--- config.mk ---
export PLATFORM = sky130hd
export DESIGN_NAME = traffic_conflict_monitor
export DESIGN_NICKNAME = d
export VERILOG_FILES = /design/src/rtl/traffic_conflict_monitor.sv
export SDC_FILE = /design/constraint.sdc
export NUM_CORES = 1
export LEC_CHECK = 0
export CAP_MARGIN = 20
export CORE_ASPECT_RATIO = 1.5
export CORE_MARGIN = 1.5
export CORE_UTILIZATION = 30
export CTS_BUF_LIST = sky130_fd_sc_hd__clkbuf_4 sky130_fd_sc_hd__clkbuf_8
export CTS_CLUSTER_DIAMETER = 200
export DETAILED_ROUTE_END_ITERATION = 8
export GPL_ROUTABILITY_DRIVEN = 0
export MAX_ROUTING_LAYER = met4
export SLEW_MARGIN = 20
export SYNTH_ARGS = -nofsm -noshare
export SYNTH_HDL_FRONTEND = slang
export SYNTH_SLANG_ARGS = --single-unit
--- constraint.sdc ---
create_clock -name clk -period 3 [get_ports clk]
set_input_delay 0.6 -clock clk [delete_from_list [all_inputs] [get_ports clk]]
set_output_delay 0.6 -clock clk [all_outputs]
set_load 0.01 [all_outputs]
--- src/rtl/traffic_conflict_monitor.sv ---
// Fail-safe lamp stage: registers controller lamp vectors to the drivers and latches a
// flashing-red fault on illegal codes, right-of-way conflicts, bad sequencing or dwell errors.
module traffic_conflict_monitor #(
    parameter int unsigned MIN_YELLOW = 2,
    parameter int unsigned MAX_GREEN  = 60,
    parameter int unsigned FLASH_HALF = 1,
    parameter int unsigned STARTUP    = 3
) (
    input  logic       clk,
    input  logic       rst,
    input  logic [2:0] light_M1,
    input  logic [2:0] light_M2,
    input  logic [2:0] light_MT,
    input  logic [2:0] light_S,
    input  logic       fault_clr,
    output logic [2:0] safe_M1,
    output logic [2:0] safe_M2,
    output logic [2:0] safe_MT,
    output logic [2:0] safe_S,
    output logic       fault,
    output logic [2:0] fault_code,
    output logic [3:0] fault_src
);

    localparam logic [2:0] RED    = 3'b100;
    localparam logic [2:0] YELLOW = 3'b010;
    localparam logic [2:0] GREEN  = 3'b001;
    localparam logic [2:0] DARK   = 3'b000;

    localparam logic [7:0] MIN_YELLOW_C = 8'(MIN_YELLOW);
    localparam logic [7:0] MAX_GREEN_C  = 8'(MAX_GREEN);
    localparam logic [7:0] FLASH_LAST   = 8'(FLASH_HALF - 1);
    localparam logic [7:0] STARTUP_LAST = 8'(STARTUP - 1);

    typedef enum logic [1:0] {
        ST_INIT,
        ST_RUN,
        ST_FAULT
    } state_t;

    typedef enum logic [2:0] {
        FC_NONE         = 3'd0,
        FC_ILLEGAL      = 3'd1,
        FC_CONFLICT     = 3'd2,
        FC_TRANSITION   = 3'd3,
        FC_SHORT_YELLOW = 3'd4,
        FC_LONG_GREEN   = 3'd5
    } fault_code_t;

    // Approach index order: 0 = M1, 1 = M2, 2 = MT, 3 = S (matches fault_src bits).
    logic [2:0] light_w [4];
    assign light_w[0] = light_M1;
    assign light_w[1] = light_M2;
    assign light_w[2] = light_MT;
    assign light_w[3] = light_S;

    logic all_red;
    assign all_red = (light_M1 == RED) && (light_M2 == RED) &&
                     (light_MT == RED) && (light_S == RED);

    logic [2:0]  prev_q  [4];
    logic [7:0]  dwell_q [4];
    logic [7:0]  dwell_d [4];

    state_t      state_q, state_d;
    logic [7:0]  startup_q, startup_d;
    logic [7:0]  flash_cnt_q, flash_cnt_d;
    logic        flash_on_q, flash_on_d;
    logic [2:0]  safe_q [4];
    logic [2:0]  safe_d [4];
    logic        fault_q, fault_d;
    fault_code_t code_q, code_d;
    logic [3:0]  src_q, src_d;

    fault_code_t det_code;
    logic [3:0]  det_src;
    logic [3:0]  nonred, illegal_src, conflict_src, trans_src, short_src, long_src;

    always_comb begin
        for (int i = 0; i < 4; i++) begin
            dwell_d[i] = dwell_q[i];
            if (light_w[i] != prev_q[i]) begin
                dwell_d[i] = 8'd1;
            end else if (dwell_q[i] != 8'hFF) begin
                dwell_d[i] = dwell_q[i] + 8'd1;
            end
        end
    end

    always_comb begin
        nonred       = '0;
        illegal_src  = '0;
        conflict_src = '0;
        trans_src    = '0;
        short_src    = '0;
        long_src     = '0;
        for (int i = 0; i < 4; i++) begin
            nonred[i]      = (light_w[i] != RED);
            illegal_src[i] = !(light_w[i] inside {RED, YELLOW, GREEN});
            trans_src[i]   = !((light_w[i] == prev_q[i]) ||
                               (prev_q[i] == RED    && light_w[i] == GREEN)  ||
                               (prev_q[i] == GREEN  && light_w[i] == YELLOW) ||
                               (prev_q[i] == YELLOW && light_w[i] == RED));
            short_src[i]   = (prev_q[i] == YELLOW) && (light_w[i] == RED) &&
                             (dwell_q[i] < MIN_YELLOW_C);
            // Held green whose next count would pass MAX_GREEN.
            long_src[i]    = (prev_q[i] == GREEN) && (light_w[i] == GREEN) &&
                             (dwell_q[i] >= MAX_GREEN_C);
        end
        if (nonred[0] && nonred[3]) conflict_src = conflict_src | 4'b1001;
        if (nonred[1] && nonred[3]) conflict_src = conflict_src | 4'b1010;
        if (nonred[2] && nonred[3]) conflict_src = conflict_src | 4'b1100;
        if (nonred[1] && nonred[2]) conflict_src = conflict_src | 4'b0110;

        det_code = FC_NONE;
        det_src  = '0;
        if (|illegal_src) begin
            det_code = FC_ILLEGAL;
            det_src  = illegal_src;
        end else if (|conflict_src) begin
            det_code = FC_CONFLICT;
            det_src  = conflict_src;
        end else if (|trans_src) begin
            det_code = FC_TRANSITION;
            det_src  = trans_src;
        end else if (|short_src) begin
            det_code = FC_SHORT_YELLOW;
            det_src  = short_src;
        end else if (|long_src) begin
            det_code = FC_LONG_GREEN;
            det_src  = long_src;
        end
    end

    // NOTE: every variable gets a default before the case so no path infers a latch.
    always_comb begin
        state_d     = state_q;
        startup_d   = startup_q;
        flash_cnt_d = flash_cnt_q;
        flash_on_d  = flash_on_q;
        fault_d     = fault_q;
        code_d      = code_q;
        src_d       = src_q;
        for (int i = 0; i < 4; i++) safe_d[i] = RED;

        case (state_q)
            ST_INIT: begin
                if (startup_q == STARTUP_LAST) begin
                    state_d   = ST_RUN;
                    startup_d = '0;
                end else begin
                    startup_d = startup_q + 8'd1;
                end
            end
            ST_RUN: begin
                if (det_code != FC_NONE) begin
                    state_d     = ST_FAULT;
                    fault_d     = 1'b1;
                    code_d      = det_code;
                    src_d       = det_src;
                    flash_cnt_d = '0;
                    flash_on_d  = 1'b1;
                end else begin
                    for (int i = 0; i < 4; i++) safe_d[i] = light_w[i];
                end
            end
            ST_FAULT: begin
                if (fault_clr && all_red) begin
                    state_d   = ST_INIT;
                    startup_d = '0;
                    fault_d   = 1'b0;
                    code_d    = FC_NONE;
                    src_d     = '0;
                end else begin
                    if (flash_cnt_q == FLASH_LAST) begin
                        flash_cnt_d = '0;
                        flash_on_d  = !flash_on_q;
                    end else begin
                        flash_cnt_d = flash_cnt_q + 8'd1;
                    end
                    for (int i = 0; i < 4; i++) safe_d[i] = flash_on_d ? RED : DARK;
                end
            end
            default: state_d = ST_INIT;
        endcase
    end

    // NOTE: sequential state uses non-blocking assignments so all registers update together.
    always_ff @(posedge clk) begin
        if (rst) begin
            state_q     <= ST_INIT;
            startup_q   <= '0;
            flash_cnt_q <= '0;
            flash_on_q  <= 1'b0;
            fault_q     <= 1'b0;
            code_q      <= FC_NONE;
            src_q       <= '0;
            // NOTE: the small history arrays are reset explicitly; they feed the checks directly.
            for (int i = 0; i < 4; i++) begin
                safe_q[i]  <= RED;
                prev_q[i]  <= RED;
                dwell_q[i] <= '0;
            end
        end else begin
            state_q     <= state_d;
            startup_q   <= startup_d;
            flash_cnt_q <= flash_cnt_d;
            flash_on_q  <= flash_on_d;
            fault_q     <= fault_d;
            code_q      <= code_d;
            src_q       <= src_d;
            for (int i = 0; i < 4; i++) begin
                safe_q[i]  <= safe_d[i];
                prev_q[i]  <= light_w[i];
                dwell_q[i] <= dwell_d[i];
            end
        end
    end

    assign safe_M1    = safe_q[0];
    assign safe_M2    = safe_q[1];
    assign safe_MT    = safe_q[2];
    assign safe_S     = safe_q[3];
    assign fault      = fault_q;
    assign fault_code = code_q;
    assign fault_src  = src_q;

endmodule

# Word level (Yosys, flattened, before mapping)
# Memories as Yosys holds them, arrays and structs flattened.
# Index checks and enable logic that the tools add are counted.
# totals
reg_bits	27
ram_bits	56
inputBits	15
out_inout_bits	20
elab_cells	220
mem_count	3
# op_classes
addsub	6
n_lt_le_gt_ge	8
n_eq_ne	47
n_mux	66
bitwise_logic	12
n_reduce_logical	71
# memory_table
memory	words	word_bits	rd	rd_ports_with_merged_regs	wr	line	text
dwell_q	4	8	4	0	4	62	logic [7:0] dwell_q [4];
prev_q	4	3	4	0	4	61	logic [2:0] prev_q [4];
safe_q	4	3	4	0	4	69	logic [2:0] safe_q [4];
# ops
operator	count
$mux W8	17
$mux W3	17
$add A8 B1 Y8 const B	6
$mux W4	10
$ge A8 B6 Y1 const B	4
$logic_and A1 B1 Y1	32
$lt A8 B2 Y1 const B	4
$ne A8 B8 Y1 const B	4
$pmux W8 S2	2
$eq A3 B1 Y1 const B	8
$eq A3 B2 Y1 const B	8
$eq A3 B3 Y1 const B	8
$mux W12	2
$pmux W12 S2	1
$reduce_or A4 Y1	5
$reduce_bool A3 Y1	5
$eq A3 B3 Y1	4
$logic_or A1 B1 Y1	12
$ne A3 B3 Y1	4
$ne A3 B3 Y1 const B	4
$or A1 B1 Y1	12
$logic_not A1 Y1	9
$mux W1	9
$reduce_and A3 Y1	3
13 further kinds	20

# Logic depth before layout (Yosys ltp)
# Gate-level depths: netlist of the first run.
# An unclocked memory read counts as a cell.
# logic_depth
depth_word	15
ltp_mapped	11
depth_no_buf	8

# Worst setup path before layout of the first run
# OpenSTA, ideal clock, no wires.
# synth_timing
path_type	in2reg
from	in light_MT[2]
to	reg src_q[3] (netlist: fault_src[3])
setup_time_ns	0.128
t_arrival_ns	2.848
required_ns	2.872
slack_ns	0.023
cell_stages	10
path_buffers	2
cell_sequence	buf_6 or3b_1 or4b_4 nor3b_2 nor4_4 nand4b_4 and3_1 buf_6 mux2i_1 a21oi_1
# synth_between
elab_chain_len	13
word_cells_on_any_way	45
cone_classes	eq/ne (7); mux (14); reduce/logical (24)
# synth_rtl
item	line	text
from (decl)	13	input logic [2:0] light_MT,
$eq A3 B1 Y1	99, 101, 107	
$logic_and A1 B1 Y1	101	(prev_q[i] == RED && light_w[i] == GREEN) ||
$logic_or A1 B1 Y1	100	trans_src[i] = !((light_w[i] == prev_q[i]) ||
$logic_or A1 B1 Y1	101	
$logic_or A1 B1 Y1	102	(prev_q[i] == GREEN && light_w[i] == YELLOW) ||
$logic_not A1 Y1	100	
$reduce_or A4 Y1	123	end else if (|trans_src) begin
$mux W3	123	
$mux W3	120	end else if (|conflict_src) begin
$mux W3	117	if (|illegal_src) begin
$reduce_bool A3 Y1	156	if (det_code != FC_NONE) begin
$ne A2 B2 Y1 (no source line)	-	
$reduce_and A3 Y1 (no source line)	-	
to (signal assigned)	211	src_q <= src_d;
to (decl)	73	logic [3:0] src_q, src_d;
# Parallel ways exist; a longest one is shown, timed or not. The select of a mux whose other input is x is not followed.
# A chain may end at the register's enable or synchronous reset.

# Worst setup path in the final report of the first run
# layout_timing
from	in light_MT[0]
to	reg flash_cnt_q[5]
# layout_between
elab_chain_len	13
word_cells_on_any_way	38
cone_classes	eq/ne (7); mux (7); reduce/logical (24)
# layout_rtl
item	line	text
$eq A3 B1 Y1	99, 101, 107	
$logic_and A1 B1 Y1	101	
$logic_or A1 B1 Y1	100	
$logic_or A1 B1 Y1	101	
$logic_or A1 B1 Y1	102	
$logic_not A1 Y1	100	
$reduce_or A4 Y1	123	
$mux W3	123	
$mux W3	120	
$mux W3	117	
$reduce_bool A3 Y1	156	
$ne A2 B2 Y1 (no source line)	-	
$reduce_and A3 Y1 (no source line) *	-	
to (signal assigned)	207	flash_cnt_q <= flash_cnt_d;
to (decl)	67	logic [7:0] flash_cnt_q, flash_cnt_d;
# Every way passes the cells marked *; elsewhere a longest branch is shown, timed or not.

==> results of run 1 <==
==> per-stage QoR <==
step	instances	utilization, %	total power (W)
after detailed placement	795	37.2	0.00197
after global placement	795	37.2	0.00195
after floorplan	527	-	0.00170
final	818	40.2	0.00305
after global routing	818	40.2	0.00320
after CTS	814	39.5	0.00306
==> area by class of cell <==
class / instances / area (um2) / area share, %
Inverter: 18 / 67.6 / 1.15
Sequential cell: 83 / 1660 / 28.3
Timing Repair Buffer: 101 / 855 / 14.6
Multi-Input combinational cell: 404 / 2780 / 47.3
Clock inverter: 6 / 136 / 2.32
Tap cell: 196 / 245 / 4.18
Clock buffer: 10 / 131 / 2.24
==> worst min path at each step <==
| stage | from | end | slack (ps) | depth (start not counted) |
|---|---|---|---|---|
| final | fault_code[0] | fault_code[0] | 460 | 2 |
| after global routing | fault_code[1] | fault_code[1] | 490 | 2 |
| after CTS | fault_code[0] | fault_code[0] | 470 | 2 |
| after detailed placement | fault_code[0] | fault_code[0] | 450 | 2 |
| after global placement | fault_code[1] | fault_code[1] | 450 | 2 |
| after floorplan | flash_cnt_q[1] | flash_cnt_q[1] | 460 | 2 |
==> layer usage <==
layer / GRT usage (%) / vias to the layer above
met5: - / -
met1: 16.5 / 2001
met4: 8.49 / 0
met3: 2.61 / 26
li1: - / 2105
met2: 29.2 / 75
==> cell usage in the layout (no fill, tap or decap), drive strengths merged, types with 3 or more instances in the layout <==
master         synthesis  routed
nand2b                 7       7
dfxtp                 83      83
or4                    6       6
inv                   18      19
nand3                 15      16
ha                    12      12
and2                   9       9
or2                    4       4
bufinv                 0       4
o21ai                 34      34
and3                   8       8
nor3                  22      22
buf                    8      67
nor2                  50      50
or4bb                  4       4
nor4                   8       8
nand4                 20      20
nor4b                  6       6
clkbuf                14      10
or3                    9       9
nor3b                 11      11
dlygate4sd2            0       3
xor2                  28      28
a21oi                 38      38
mux2i                  6       6
and4                   6       6
and4b                  3       3
or4b                   6       6
xnor2                  7       7
nor2b                 12      12
clkdlybuf4s50          0      28
dlymetal6s2s           0       3
nand2                 31      31
nand3b                 3       3
a2111oi                5       5
a211oi                12      12
==> registers in the layout, summed over array words and instances, names as in the netlist, 2 cells and up <==
| register | flops |
|---|---|
| startup_q | 8 |
| fault_code | 3 |
| safe_q | 12 |
| flash_cnt_q | 8 |
| dwell_q | 32 |
| fault_src | 4 |
| prev_q | 12 |
| state_q | 2 |
==> power groups by stage <==
stage	clock network [W]	registers, W	logic, W
final	0.00107	0.00125	0.000724
after global placement	0	0.00127	0.000677
after floorplan	0	0.00127	0.000428
after global routing	0.00113	0.00126	0.000805
after CTS	0.00110	0.00125	0.000710
after detailed placement	0	0.00128	0.000694
==> logic make-up (layout without fill, tap and decap cells) <==
family          Yosys count  after routing  share of synthesized area, %
simple gates            247            248                          32.9
compound gates          103            103                          14.5
flops                    83             83                          36.8
buf+inv                  41            135                          4.35
xor+xnor                 35             35                          6.79
fa+ha+maj                12             12                          3.33
mux                       6              6                          1.33
==> worst reg2reg max path, delay by kind of cell (launching register included) <==
family | cells | cell delay (ps)
simple gates | 6 | 1720
buf+inv | 1 | 170
compound gates | 2 | 330
flops | 1 | 350
==> repair_timing <==
action	CTS	global route
buffers inserted	2	4
cloned	1	0
hold buffers	0	0
pin swaps	9	7
gates resized for setup	12	24
endpoints found under the setup margin	18	23
==> flow_summary.json, run 1 <==
{
  "diodes": 0,
  "highest_layer": "met4",
  "finalHoldWorstSlack_ps": 460,
  "antenna_found_initial": 0,
  "leakage_nw": 2.19,
  "port_buffers": 34,
  "p_int_w": 0.00217,
  "worstPathCellList": "dlygate4sd2_1 > or3b_4 > or4b_4 > o2111ai_4 > or4b_4 > nand4b_4 > nand3_4 > or4b_4 > a21oi_2",
  "cpPeakStageDelay_ps": 570,
  "worst_pin_slew_ps": 495,
  "netlist_instances": 527,
  "cts.reportedPaths.clkPinSlew_ps": 90,
  "antenna_left": 0,
  "ys_top_cells_by_count": "dfxtp_1 (83), nor2_1 (50), a21oi_1 (38)",
  "clock.fmax_mhz": 337,
  "drv_cap": 0,
  "arrival_ps": 3260,
  "reg2reg_setup_slack_ps": 350,
  "dr_wl_met2_um": 6540,
  "timing.rr.start": "prev_q[3][1]",
  "drv_slew": 0,
  "post_drt_wl_per_cell_um": 14.5,
  "cts_sinks": 83,
  "slew_headroom_pct": 67.0,
  "crit_path_end": "flash_cnt_q[5]",
  "vias_per_cell": 5.14,
  "max-vdd-ir-drop_v": 0.000307,
  "htree_levels": 3,
  "path_depth": 9,
  "skew_ps": 11.5,
  "pre_cts_slack_ps": -520,
  "pwr-share-clk_pct": 35.2,
  "grt_setup_unrepaired": "false",
  "hold_violations": 0,
  "setup_tns_ps": 0,
  "hpwl_um": 8880,
  "met3_wirelength_um": 312,
  "floorplan.initialDensity_pct": 30.9,
  "crit_fanout": 7,
  "ys_warn_count": 0,
  "grt_usage_pct": 16.3,
  "cts-root-buf": "clkbuf_8",
  "final_layout_size_suffix_gt1_share_pct": 19.1,
  "synth_cell_type_count": 61,
  "drt_wl_total_um": 11900,
  "nets": 644,
  "p_sw_share_pct": 29.0,
  "cp_slowest_cell": "or4b_4",
  "synth_top_area_cell": "dfxtp_1",
  "synthArstFlopShare_pct": 0,
  "critical_path_required_ps": 3300,
  "synth_enable_flop_cells": 0,
  "clockBufferDepth": 2,
  "timing.final.crit_period_ps": 2970,
  "synthFlopType": "dfxtp_1",
  "area_growth_syn_to_layout_pct": 30.1,
  "die_h_um": 153,
  "power_switching_w": 0.000884,
  "cts_made_buffers": 9,
  "hold_class": "reg -> reg",
  "final.fill_count": 1485,
  "synth.most_common_cell": "dfxtp_1",
  "dieArea_mm2": 0.0158,
  "vias": 4207,
  "setup_ws_ps": 31.3,
  "crit_start": "light_MT[0]",
  "grt_max_degree": 29,
  "r2r_cells": 9,
  "synth_top_area_share_pct": 36.8,
  "synth.area.top_cells": "dfxtp_1 (37%), xor2_1 (5.4%), a21oi_1 (4.2%), nor2_1 (4.2%), o21ai_0 (3.7%)",
  "avgSynthCellArea_um2": 8.56,
  "core_area_mm2": 0.0146,
  "design_area_mm2": 0.00587,
  "finalSetupViolCount": 0,
  "drt_iter0_markers": 172,
  "grt_pass1_vias": 4249,
  "status": "finished, final reports clean",
  "drcViolationCount": 0,
  "reg2reg_to": "flash_cnt_q[5]",
  "startpoint_type": "primary input",
  "critical_path_class": "in -> reg",
  "path_common_cell": "or4b_4",
  "cts_tree": "yes",
  "yosys_register_bits": 83,
  "p_per_area_mw_per_mm2": 519,
  "syn-cell-area_mm2": 0.00451,
  "dpl_cell_area_mm2": 0.00543,
  "clock_latency_ps": 370,
  "crit_family": "simple AND/OR/NAND/NOR gates",
  "ios": 35,
  "final.period_utilization_pct": 99.0,
  "first_pass_iters": 4,
  "ys_seq_area_share_pct": 36.8,
  "grt_pass1_wl_um": 19800,
  "crit_buf_inv": 1,
  "critPathCaptureType": "flip-flop",
  "rows": 54,
  "synth_fp_nets": 554,
  "wl_met1_um": 4600,
  "comb_power_share_pct": 23.7,
  "pwr-share-seq_pct": 41.1,
  "fp.dieW_um": 103,
  "overflow": 0
}
No activity file was read; power rests on OpenSTA's default activity.
==> inputs of run 2 (changes only) <==
Settings changed: CELL_PAD_IN_SITES_DETAIL_PLACEMENT set to 1, CELL_PAD_IN_SITES_GLOBAL_PLACEMENT set to 1, CTS_CLUSTER_SIZE set to 28, DONT_BUFFER_PORTS set to 1, PLACE_DENSITY_LB_ADDON set to 0.1.
==> flow_summary.json, run 2 (synthesized netlist as in run 1, its figures left out) <==
{
  "status": "finished, final reports clean",
  "leakage_nw": 1.79,
  "nets": 565,
  "cts_tree": "yes",
  "top_register": "dwell_q",
  "p_per_area_mw_per_mm2": 556,
  "clockBufferDepth": 2,
  "grt_usage_pct": 17.5,
  "arrival_ps": 3050,
  "skew_ps": 16.6,
  "post-route-util_pct": 34.6,
  "cts-root-buf": "clkbuf_8",
  "startpoint_type": "flip-flop",
  "vias_per_cell": 5.30,
  "drv_slew": 0,
  "hpwl_um": 9590,
  "grt_max_degree": 51,
  "cp_slowest_cell": "or4bb_1",
  "cts_made_buffers": 9,
  "ctsHoldBuffers": 0,
  "final.period_utilization_pct": 93.4,
  "setup_ws_ps": 197,
  "antenna_found_initial": 0,
  "grt_setup_unrepaired": "false",
  "rows": 54,
  "die_h_um": 153,
  "layout_common_cells": "dfxtp_1 (83), nor2_1 (50), a21oi_1 (38)",
  "clock.fmax_mhz": 357,
  "critPathCaptureType": "flip-flop",
  "fp.dieW_um": 103,
  "core_area_mm2": 0.0146,
  "cts_sinks": 83,
  "antenna_left": 0,
  "largest_reg_flops": 32,
  "first_pass_iters": 4,
  "final_common_cell": "dfxtp_1",
  "pre_cts_slack_ps": -140,
  "grt_pass1_wl_um": 20900,
  "vias": 3914,
  "reg2reg_setup_slack_ps": 200,
  "post_drt_wl_per_cell_um": 17.0,
  "path_common_cell": "nand2_1",
  "floorplan.initialDensity_pct": 30.9,
  "worstPathCellList": "or4bb_1 > a211oi_1 > nor3b_2 > nor4_4 > buf_4 > nand2_1 > or3_1 > o21ai_0 > nand2_1",
  "htree_levels": 3,
  "drt_iter0_markers": 91,
  "crit_family": "simple AND/OR/NAND/NOR gates",
  "clock_latency_ps": 370,
  "dieArea_mm2": 0.0158,
  "crit_buf_inv": 1,
  "hold_class": "in -> reg",
  "drcViolationCount": 0,
  "drv_cap": 0,
  "slew_headroom_pct": 50.0,
  "crit_fanout": 5,
  "cpPeakStageDelay_ps": 500,
  "overflow": 0,
  "hold_violations": 0,
  "ios": 35,
  "critical_path_required_ps": 3250,
  "max-vdd-ir-drop_v": 0.000229,
  "cts.reportedPaths.clkPinSlew_ps": 90,
  "critical_path_class": "reg -> reg",
  "drt_wl_total_um": 12600,
  "area_growth_syn_to_layout_pct": 11.9,
  "finalSetupViolCount": 0,
  "final_layout_size_suffix_gt1_share_pct": 10.9,
  "port_buffers": 0,
  "diodes": 0,
  "top_regs": "dwell_q x32, prev_q x12, safe_q x12",
  "grt_pass1_vias": 4107,
  "worst_pin_slew_ps": 745,
  "final.fill_count": 1761,
  "timing.final.crit_period_ps": 2800
}
run 2: changes by cell type in the layout (fill, tap and decap cells not counted), moves of 3 or more:
cell             delta
buf_4              -42
clkdlybuf4s50_1    -28
dlygate4sd2_1       -3
dlymetal6s2s_1      -3
nor3b_1             +3
o21ai_0             +7
o21ai_1             -7
or4b_4              -3
run 2: area by class of cell:
class	count	area, um2	area share (%)
well taps	196	245	4.85
multi-input cells	403	2660	52.6
inverters	18	67.6	1.34
flip-flops and latches	83	1660	32.9
clock buffers	12	153	3.02
repair buffers	23	173	3.42
clock inverters	4	97.6	1.93
run 2: power breakdown:
| part | switching (W) | internal, W | total, W | leakage, nW |
|---|---|---|---|---|
| Clock | 0.000421 | 0.000595 | 0.00102 | 0.124 |
| Combinational | 0.000300 | 0.000212 | 0.000512 | 0.994 |
| Sequential | 0.0000976 | 0.00118 | 0.00128 | 0.675 |
run 2: layer usage:
layer	global-route usage (%)	vias up	part of all wire (%)
met4	6.50	0	2.5
met1	17.4	1924	39
met3	4.16	20	3.4
met2	32.0	32	55
li1	-	1938	-
met5	-	-	0
run 2: metrics by stage:
stage | hold slack, ps | setup TNS (ps) | instances | power, W | cell area (um2)
floorplan | 457 | 0 | 527 | 0.00170 | 4510
global placement | 461 | -128 | 723 | 0.00182 | 4800
detailed placement | 486 | -355 | 723 | 0.00183 | 4800
CTS | 279 | 0 | 739 | 0.00286 | 5050
global route | 267 | 0 | 739 | 0.00299 | 5050
finish | 294 | 0 | 739 | 0.00281 | 5050
run 2: what timing repair did:
item | CTS | global route
resized for setup | 0 | 0
setup buffers | 0 | 0
endpoints found under the setup margin | 0 | 11
run 2: path summary, 6_finish.rpt:
check | from | to | cells after the start
worst max-delay path | prev_q[2][0] | safe_q[3][2] | 9
worst min-delay path | rst | dwell_q[0][0] | 1
worst max register to register | prev_q[2][0] | safe_q[3][2] | 9
worst min register to register | flash_cnt_q[7] | flash_cnt_q[7] | 2
run 2: worst reg2reg max path, stage by stage, from the launching register on:
cell	delay (ps)
dfxtp_1	420
or4bb_1	500
a211oi_1	330
nor3b_2	120
nor4_4	360
buf_4	170
nand2_1	60
or3_1	420
o21ai_0	210
nand2_1	80
